<file path="config.mk">
export PLATFORM = sky130hd
export DESIGN_NAME = control_cronometro_flat
export DESIGN_NICKNAME = d
export VERILOG_FILES = /design/src/rtl/control_cronometro_if.sv /design/src/rtl/control_cronometro.sv /design/src/flat_wrapper.sv
export SDC_FILE = /design/constraint.sdc
export NUM_CORES = 1
export LEC_CHECK = 0
export BUFFER_PORTS_ARGS = -buffer_cell sky130_fd_sc_hd__buf_2
export CAP_MARGIN = 20
export CORE_MARGIN = 2
export CORE_UTILIZATION = 48
export CTS_BUF_LIST = sky130_fd_sc_hd__clkbuf_8
export CTS_CLUSTER_DIAMETER = 80
export DETAILED_ROUTE_END_ITERATION = 7
export HOLD_SLACK_MARGIN = 0.06
export PLACE_DENSITY_LB_ADDON = 0.25
export SYNTH_ARGS = -nofsm -noshare
export SYNTH_HDL_FRONTEND = slang
export SYNTH_SLANG_ARGS = --single-unit
</file>
<file path="constraint.sdc">
create_clock -name clk -period 1.8 [get_ports clk]
set_input_delay 0.36 -clock clk [delete_from_list [all_inputs] [get_ports clk]]
set_output_delay 0.36 -clock clk [all_outputs]
set_load 0.01 [all_outputs]
</file>
<file path="src/rtl/control_cronometro_if.sv">
// control_cronometro_if
//   Groups the stopwatch controller's user-side and display-side signals.
//   master: drives the two debounced buttons and reads the display/status signals.
//   slave : the controller; samples the buttons and drives the display/status signals.
//   btn_start_stop, btn_lap_reset : debounced button levels, asynchronous to clk
//   minutos_bin/segundos_bin/centesimas_bin : displayed M:SS:tt in binary
//   estado : FSM state, desborde : sticky overflow, tick_cent : hundredth pulse
interface control_cronometro_if;
    logic       btn_start_stop;
    logic       btn_lap_reset;
    logic [3:0] minutos_bin;
    logic [5:0] segundos_bin;
    logic [6:0] centesimas_bin;
    logic [1:0] estado;
    logic       desborde;
    logic       tick_cent;

    modport master (
        output btn_start_stop, btn_lap_reset,
        input  minutos_bin, segundos_bin, centesimas_bin, estado, desborde, tick_cent
    );

    modport slave (
        input  btn_start_stop, btn_lap_reset,
        output minutos_bin, segundos_bin, centesimas_bin, estado, desborde, tick_cent
    );
endinterface

</file>
<file path="src/rtl/control_cronometro.sv">
// control_cronometro
//   Stopwatch sequencing controller. Turns two button levels into RUN/PAUSE/LAP/CLEAR
//   actions, divides clk into 1/100 s ticks, keeps the M:SS:tt counters and drives the
//   display with either live time or a frozen lap snapshot.
//   clk : system clock          rst : asynchronous reset, active-high
//   bus : control_cronometro_if.slave (buttons in, display and status out)
//
//   state      | meaning
//   CERO       | cleared, waiting for start
//   CORRIENDO  | counting, live time shown
//   PAUSA      | counters frozen (also entered on overflow)
//   VUELTA     | counting, lap snapshot shown
module control_cronometro #(
    parameter int DIV_CENT = 250000,
    parameter int MAX_MIN  = 9
) (
    input  logic clk,
    input  logic rst,
    control_cronometro_if.slave bus
);
    localparam int PW = (DIV_CENT > 1) ? $clog2(DIV_CENT) : 1;

    typedef enum logic [1:0] {
        CERO      = 2'b00,
        CORRIENDO = 2'b01,
        PAUSA     = 2'b10,
        VUELTA    = 2'b11
    } state_t;

    state_t state, state_nx;

    // [0] and [1] form the synchroniser, [2] is the edge register.
    logic [2:0] ss_sync, lr_sync;
    logic pss, plr;

    logic [PW-1:0] presc;
    logic [3:0] min_q, lap_min;
    logic [5:0] seg_q, lap_seg;
    logic [6:0] cent_q, lap_cent;
    logic desborde_q;

    logic counting, tick, at_max, ovf;
    logic cap_lap, clr_all;

    always_ff @(posedge clk or posedge rst) begin
        if (rst) begin
            ss_sync <= '0;
            lr_sync <= '0;
        end else begin
            ss_sync <= {ss_sync[1:0], bus.btn_start_stop};
            lr_sync <= {lr_sync[1:0], bus.btn_lap_reset};
        end
    end

    // A simultaneous start_stop press wins; the lap_reset press is dropped.
    assign pss = ss_sync[1] & ~ss_sync[2];
    assign plr = lr_sync[1] & ~lr_sync[2] & ~pss;

    assign counting = (state == CORRIENDO) || (state == VUELTA);
    assign tick     = counting && (presc == PW'(DIV_CENT - 1));
    assign at_max   = (min_q == 4'(MAX_MIN)) && (seg_q == 6'd59) && (cent_q == 7'd99);
    assign ovf      = tick && at_max;

    always_ff @(posedge clk or posedge rst) begin
        if (rst) state <= CERO;
        else     state <= state_nx;
    end

    always_comb begin
        state_nx = state;
        cap_lap  = 1'b0;
        clr_all  = 1'b0;
        case (state)
            CERO: begin
                if (pss) state_nx = CORRIENDO;
            end
            CORRIENDO: begin
                if (ovf || pss) begin
                    state_nx = PAUSA;
                end else if (plr) begin
                    state_nx = VUELTA;
                    cap_lap  = 1'b1;
                end
            end
            VUELTA: begin
                if (ovf || pss) state_nx = PAUSA;
                else if (plr)   state_nx = CORRIENDO;
            end
            PAUSA: begin
                if (pss && !desborde_q) begin
                    state_nx = CORRIENDO;
                end else if (plr) begin
                    state_nx = CERO;
                    clr_all  = 1'b1;
                end
            end
            default: state_nx = CERO;
        endcase
    end

    always_ff @(posedge clk or posedge rst) begin
        if (rst) begin
            presc      <= '0;
            min_q      <= '0;
            seg_q      <= '0;
            cent_q     <= '0;
            lap_min    <= '0;
            lap_seg    <= '0;
            lap_cent   <= '0;
            desborde_q <= 1'b0;
        end else if (clr_all) begin
            presc      <= '0;
            min_q      <= '0;
            seg_q      <= '0;
            cent_q     <= '0;
            lap_min    <= '0;
            lap_seg    <= '0;
            lap_cent   <= '0;
            desborde_q <= 1'b0;
        end else begin
            // Prescaler only moves while counting, so PAUSA keeps the fraction.
            if (counting) presc <= tick ? '0 : presc + PW'(1);

            // At MAX_MIN:59:99 the tick leaves the counters saturated.
            if (tick && !at_max) begin
                if (cent_q == 7'd99) begin
                    cent_q <= '0;
                    if (seg_q == 6'd59) begin
                        seg_q <= '0;
                        min_q <= min_q + 4'd1;
                    end else begin
                        seg_q <= seg_q + 6'd1;
                    end
                end else begin
                    cent_q <= cent_q + 7'd1;
                end
            end

            if (ovf) desborde_q <= 1'b1;

            if (cap_lap) begin
                lap_min  <= min_q;
                lap_seg  <= seg_q;
                lap_cent <= cent_q;
            end
        end
    end

    assign bus.minutos_bin    = (state == VUELTA) ? lap_min  : min_q;
    assign bus.segundos_bin   = (state == VUELTA) ? lap_seg  : seg_q;
    assign bus.centesimas_bin = (state == VUELTA) ? lap_cent : cent_q;
    assign bus.estado         = state;
    assign bus.desborde       = desborde_q;
    assign bus.tick_cent      = tick;
endmodule

</file>
<file path="src/flat_wrapper.sv">
// flat-port wrapper written by rule: the top's interface ports become plain ports
module control_cronometro_flat 
#(
    parameter int DIV_CENT = 250000,
    parameter int MAX_MIN  = 9
)
  (clk, rst, bus_btn_start_stop, bus_btn_lap_reset, bus_minutos_bin, bus_segundos_bin, bus_centesimas_bin, bus_estado, bus_desborde, bus_tick_cent);
  control_cronometro_if bus_i ();
  input  logic clk;
  input  logic rst;
  input wire logic [$bits(bus_i.btn_start_stop)-1:0] bus_btn_start_stop;
  input wire logic [$bits(bus_i.btn_lap_reset)-1:0] bus_btn_lap_reset;
  output wire logic [$bits(bus_i.minutos_bin)-1:0] bus_minutos_bin;
  output wire logic [$bits(bus_i.segundos_bin)-1:0] bus_segundos_bin;
  output wire logic [$bits(bus_i.centesimas_bin)-1:0] bus_centesimas_bin;
  output wire logic [$bits(bus_i.estado)-1:0] bus_estado;
  output wire logic [$bits(bus_i.desborde)-1:0] bus_desborde;
  output wire logic [$bits(bus_i.tick_cent)-1:0] bus_tick_cent;
  assign bus_i.btn_start_stop = bus_btn_start_stop;
  assign bus_i.btn_lap_reset = bus_btn_lap_reset;
  assign bus_minutos_bin = bus_i.minutos_bin;
  assign bus_segundos_bin = bus_i.segundos_bin;
  assign bus_centesimas_bin = bus_i.centesimas_bin;
  assign bus_estado = bus_i.estado;
  assign bus_desborde = bus_i.desborde;
  assign bus_tick_cent = bus_i.tick_cent;
  control_cronometro #(.DIV_CENT(DIV_CENT), .MAX_MIN(MAX_MIN)) u_core (.clk(clk), .rst(rst), .bus(bus_i));
endmodule
</file>
==> metrics.cfg <==
[cts]
worstSkewPairLatency_ns = 0.36
htree_levels = 3
clockRootBuffer = clkbuf_8
cts_buffers = 9
cts_tree = built
clock_path_buffers = 2
clock-sinks = 61
clkTransAtPathRegs_ns = 0.08

[route]
drt_pass1_iterations = 5
wire_per_inst_um = 20.7
drtAntennaViolNets = 0
drc = 0
vias = 3213
drt_iter0_drc = 196
routed_wl_um = 10900
viasPerCell = 6.10

[synth]
synth_top_area_frac = 0.465
synth_area_per_cell_um2 = 10.2
synthTopCellsByCount = dfrtp_1 (61), nand2_1 (28), o21ai_0 (20), a22o_1 (19), nand3_1 (19)
yosysSeqAreaShare = 0.465
ys_top_cells_by_area = dfrtp_1 (47%), mux2_2 (5.8%), a22o_1 (5.1%), nand2_1 (3.2%), o21ai_0 (3.0%)
synth_top_cell_by_area = dfrtp_1
postSynthRegisterBits = 61
synth_ff_type = dfrtp_1
async_reset_ff_frac = 1.00
yosysWarnings = 0
synthesis.nets = 331
synthesis.instances = 322
synth_cell_types = 54
synth_edf_count = 0
synth.most_common_cell = dfrtp_1
syn-cell-area_um2 = 3280

[grt]
grt_pass1_vias = 3211
grt_pass1_wl_um = 15900
grt_antenna_before_repair = 0
grt_max_degree = 43
gr-usage-all-layers = 0.275
grt_overflow = 0

[floorplan]
start_util = 0.488
die_h_um = 86.7
io_pins = 25
fp.dieW_um = 86.7
coreArea_um2 = 6720
num_rows = 30
dieArea_um2 = 7510

[placed_design]
dpl_worst_slack_ns = -0.270
io_buffers = 24
place_congestion = 0.918
hpwl_um = 6020

[worst_setup_path]
crit_fanout = 8
end_kind = flop
cp.required_ns = 2.09
r2r_start = u_core.cent_q[1]
cp-startpoint = u_core.cent_q[1]
worstPathArrival_ns = 2.40
reg2reg_to = u_core.lap_seg[4]
reg2reg_depth = 8
path_class = flop to flop
reg2reg_slack_ns = -0.30
start_kind = flop

[power]
seqPwrFrac = 0.374
max-vdd-ir-drop_v = 0.000705
finalPower_mw = 4.10
pwr-share-clk = 0.376
combPwrFrac = 0.250
p_leak_nw = 2.39
p_sw_mw = 1.19
power.internal_mw = 2.90
switching_share = 0.291
p_per_area_nw_per_um2 = 794

[sta]
max_slew_margin = 0.681
finalHoldViolations = 0
layout_min_cycle_time_ns = 2.10
max_slew.worst_pin.slew_ns = 0.477
setup_viol = 69
max_freq_ghz = 0.476
finClkSkew_ns = 0.0126
slew_viol_final = 0
min_period_over_period = 1.17
rsz0062_at_grt = yes
setup_ws_ns = -0.303
whs_ns = 0.115

[cells_and_area]
drive_above_1_share = 0.515
syn_to_final_growth_pct = 57.2
nets = 451
fin_util = 0.768
antenna_cells = 0

[worst_hold_path]
hp-class = input port to flop
min_path_cells = 1
hold_path_end = u_core.lr_sync[0]
hold_start = bus_btn_lap_reset

[run_status]
violations = negative setup slack
status = finished with violations

[job]
cap_violations = 0

## cells by family (layout without fill, tap and decap cells)
logic type / Yosys count / after routing / synth area share
simple gates: 124 / 124 / 0.215
buf+inv: 24 / 149 / 0.0347
mux: 21 / 21 / 0.0705
compound gates: 78 / 78 / 0.171
fa+ha+maj: 5 / 5 / 0.0191
xor+xnor: 9 / 9 / 0.0240
flops: 61 / 61 / 0.465
## worst max-delay path by stage
stage                               endpoint  slack [ns]  depth (start not counted)
after floorplan           u_core.lap_cent[3]       -0.11                          6
after global placement      u_core.presc[12]       -0.22                          7
after detailed placement    u_core.presc[12]       -0.27                          7
after CTS                      bus_tick_cent       -0.35                          6
after global routing           bus_tick_cent       -0.40                          5
final                      u_core.lap_seg[4]       -0.30                          8
## flip-flops by register name (all words and copies together) (netlist names)
signal / cells
u_core.presc: 18
u_core.cent_q: 7
u_core.lap_cent: 7
u_core.lap_seg: 6
u_core.seg_q: 6
u_core.lap_min: 4
u_core.min_q: 4
u_core.lr_sync: 3
u_core.ss_sync: 3
u_core.bus.estado: 2
u_core.bus.desborde: 1
## power groups by stage
stage	Combinational, mW	Clock [mW]	Sequential (mW)
final	1.02	1.54	1.53
after detailed placement	0.715	0	1.53
after global routing	1.10	1.62	1.54
after global placement	0.695	0	1.53
after CTS	0.929	1.53	1.52
after floorplan	0.376	0	1.55
## cell usage in the layout (no fill, tap or decap), drive strengths merged, types with 4 or more instances in the layout
cell | synthesis | routed
nand2 | 28 | 28
a22o | 19 | 19
ha | 5 | 5
nor2 | 16 | 16
nor3 | 9 | 9
a211oi | 5 | 5
or3 | 6 | 6
inv | 9 | 8
nand3 | 19 | 19
nand4 | 6 | 6
clkbuf | 11 | 11
and3 | 9 | 9
mux2i | 4 | 4
xor2 | 5 | 5
a21oi | 13 | 13
xnor2 | 4 | 4
o21ai | 22 | 22
or2 | 4 | 4
buf | 4 | 121
mux2 | 17 | 17
dfrtp | 61 | 61
nand2b | 5 | 5
nor4 | 7 | 7
## area by class of cell
cell class	instances	area, um^2
Clock inverter	7	124
Timing Repair Buffer	124	1170
Multi-Input combinational cell	237	2070
Inverter	9	37.5
Sequential cell	61	1530
Clock buffer	9	124
Fill cell	377	1560
Tap cell	80	100
## layer usage
metal	vias up	wire (um)	track usage
met5	-	0	0
met4	0	308	0.122
met3	33	579	0.0610
met2	139	5610	0.462
met1	1603	4440	0.339
li1	1438	-	-
## stage by stage
step                setup TNS, ns  area [um^2]  std cells
global placement            -4.81         4110        491
floorplan                   -1.89         3320        322
CTS                         -5.99         4900        521
finish                     -13.18         5160        527
detailed placement          -6.38         4110        491
global route               -16.63         5160        527
## worst max-delay path: stages (launching register included)
cell,delay (ns)
dfrtp_1,0.38
ha_2,0.19
nand4b_1,0.17
nor3_4,0.29
buf_4,0.18
nand3_1,0.16
o21ai_4,0.31
clkbuf_16,0.22
a22o_1,0.14
## what timing repair did
action,CTS,global route
buffers inserted,14,7
cloned,1,2
pin swaps,31,43
hold endpoints to repair,19,0
hold buffers,1,0
endpoints found under the setup margin,69,72
resized for setup,102,43
Power figures use the tool's default switching activity.
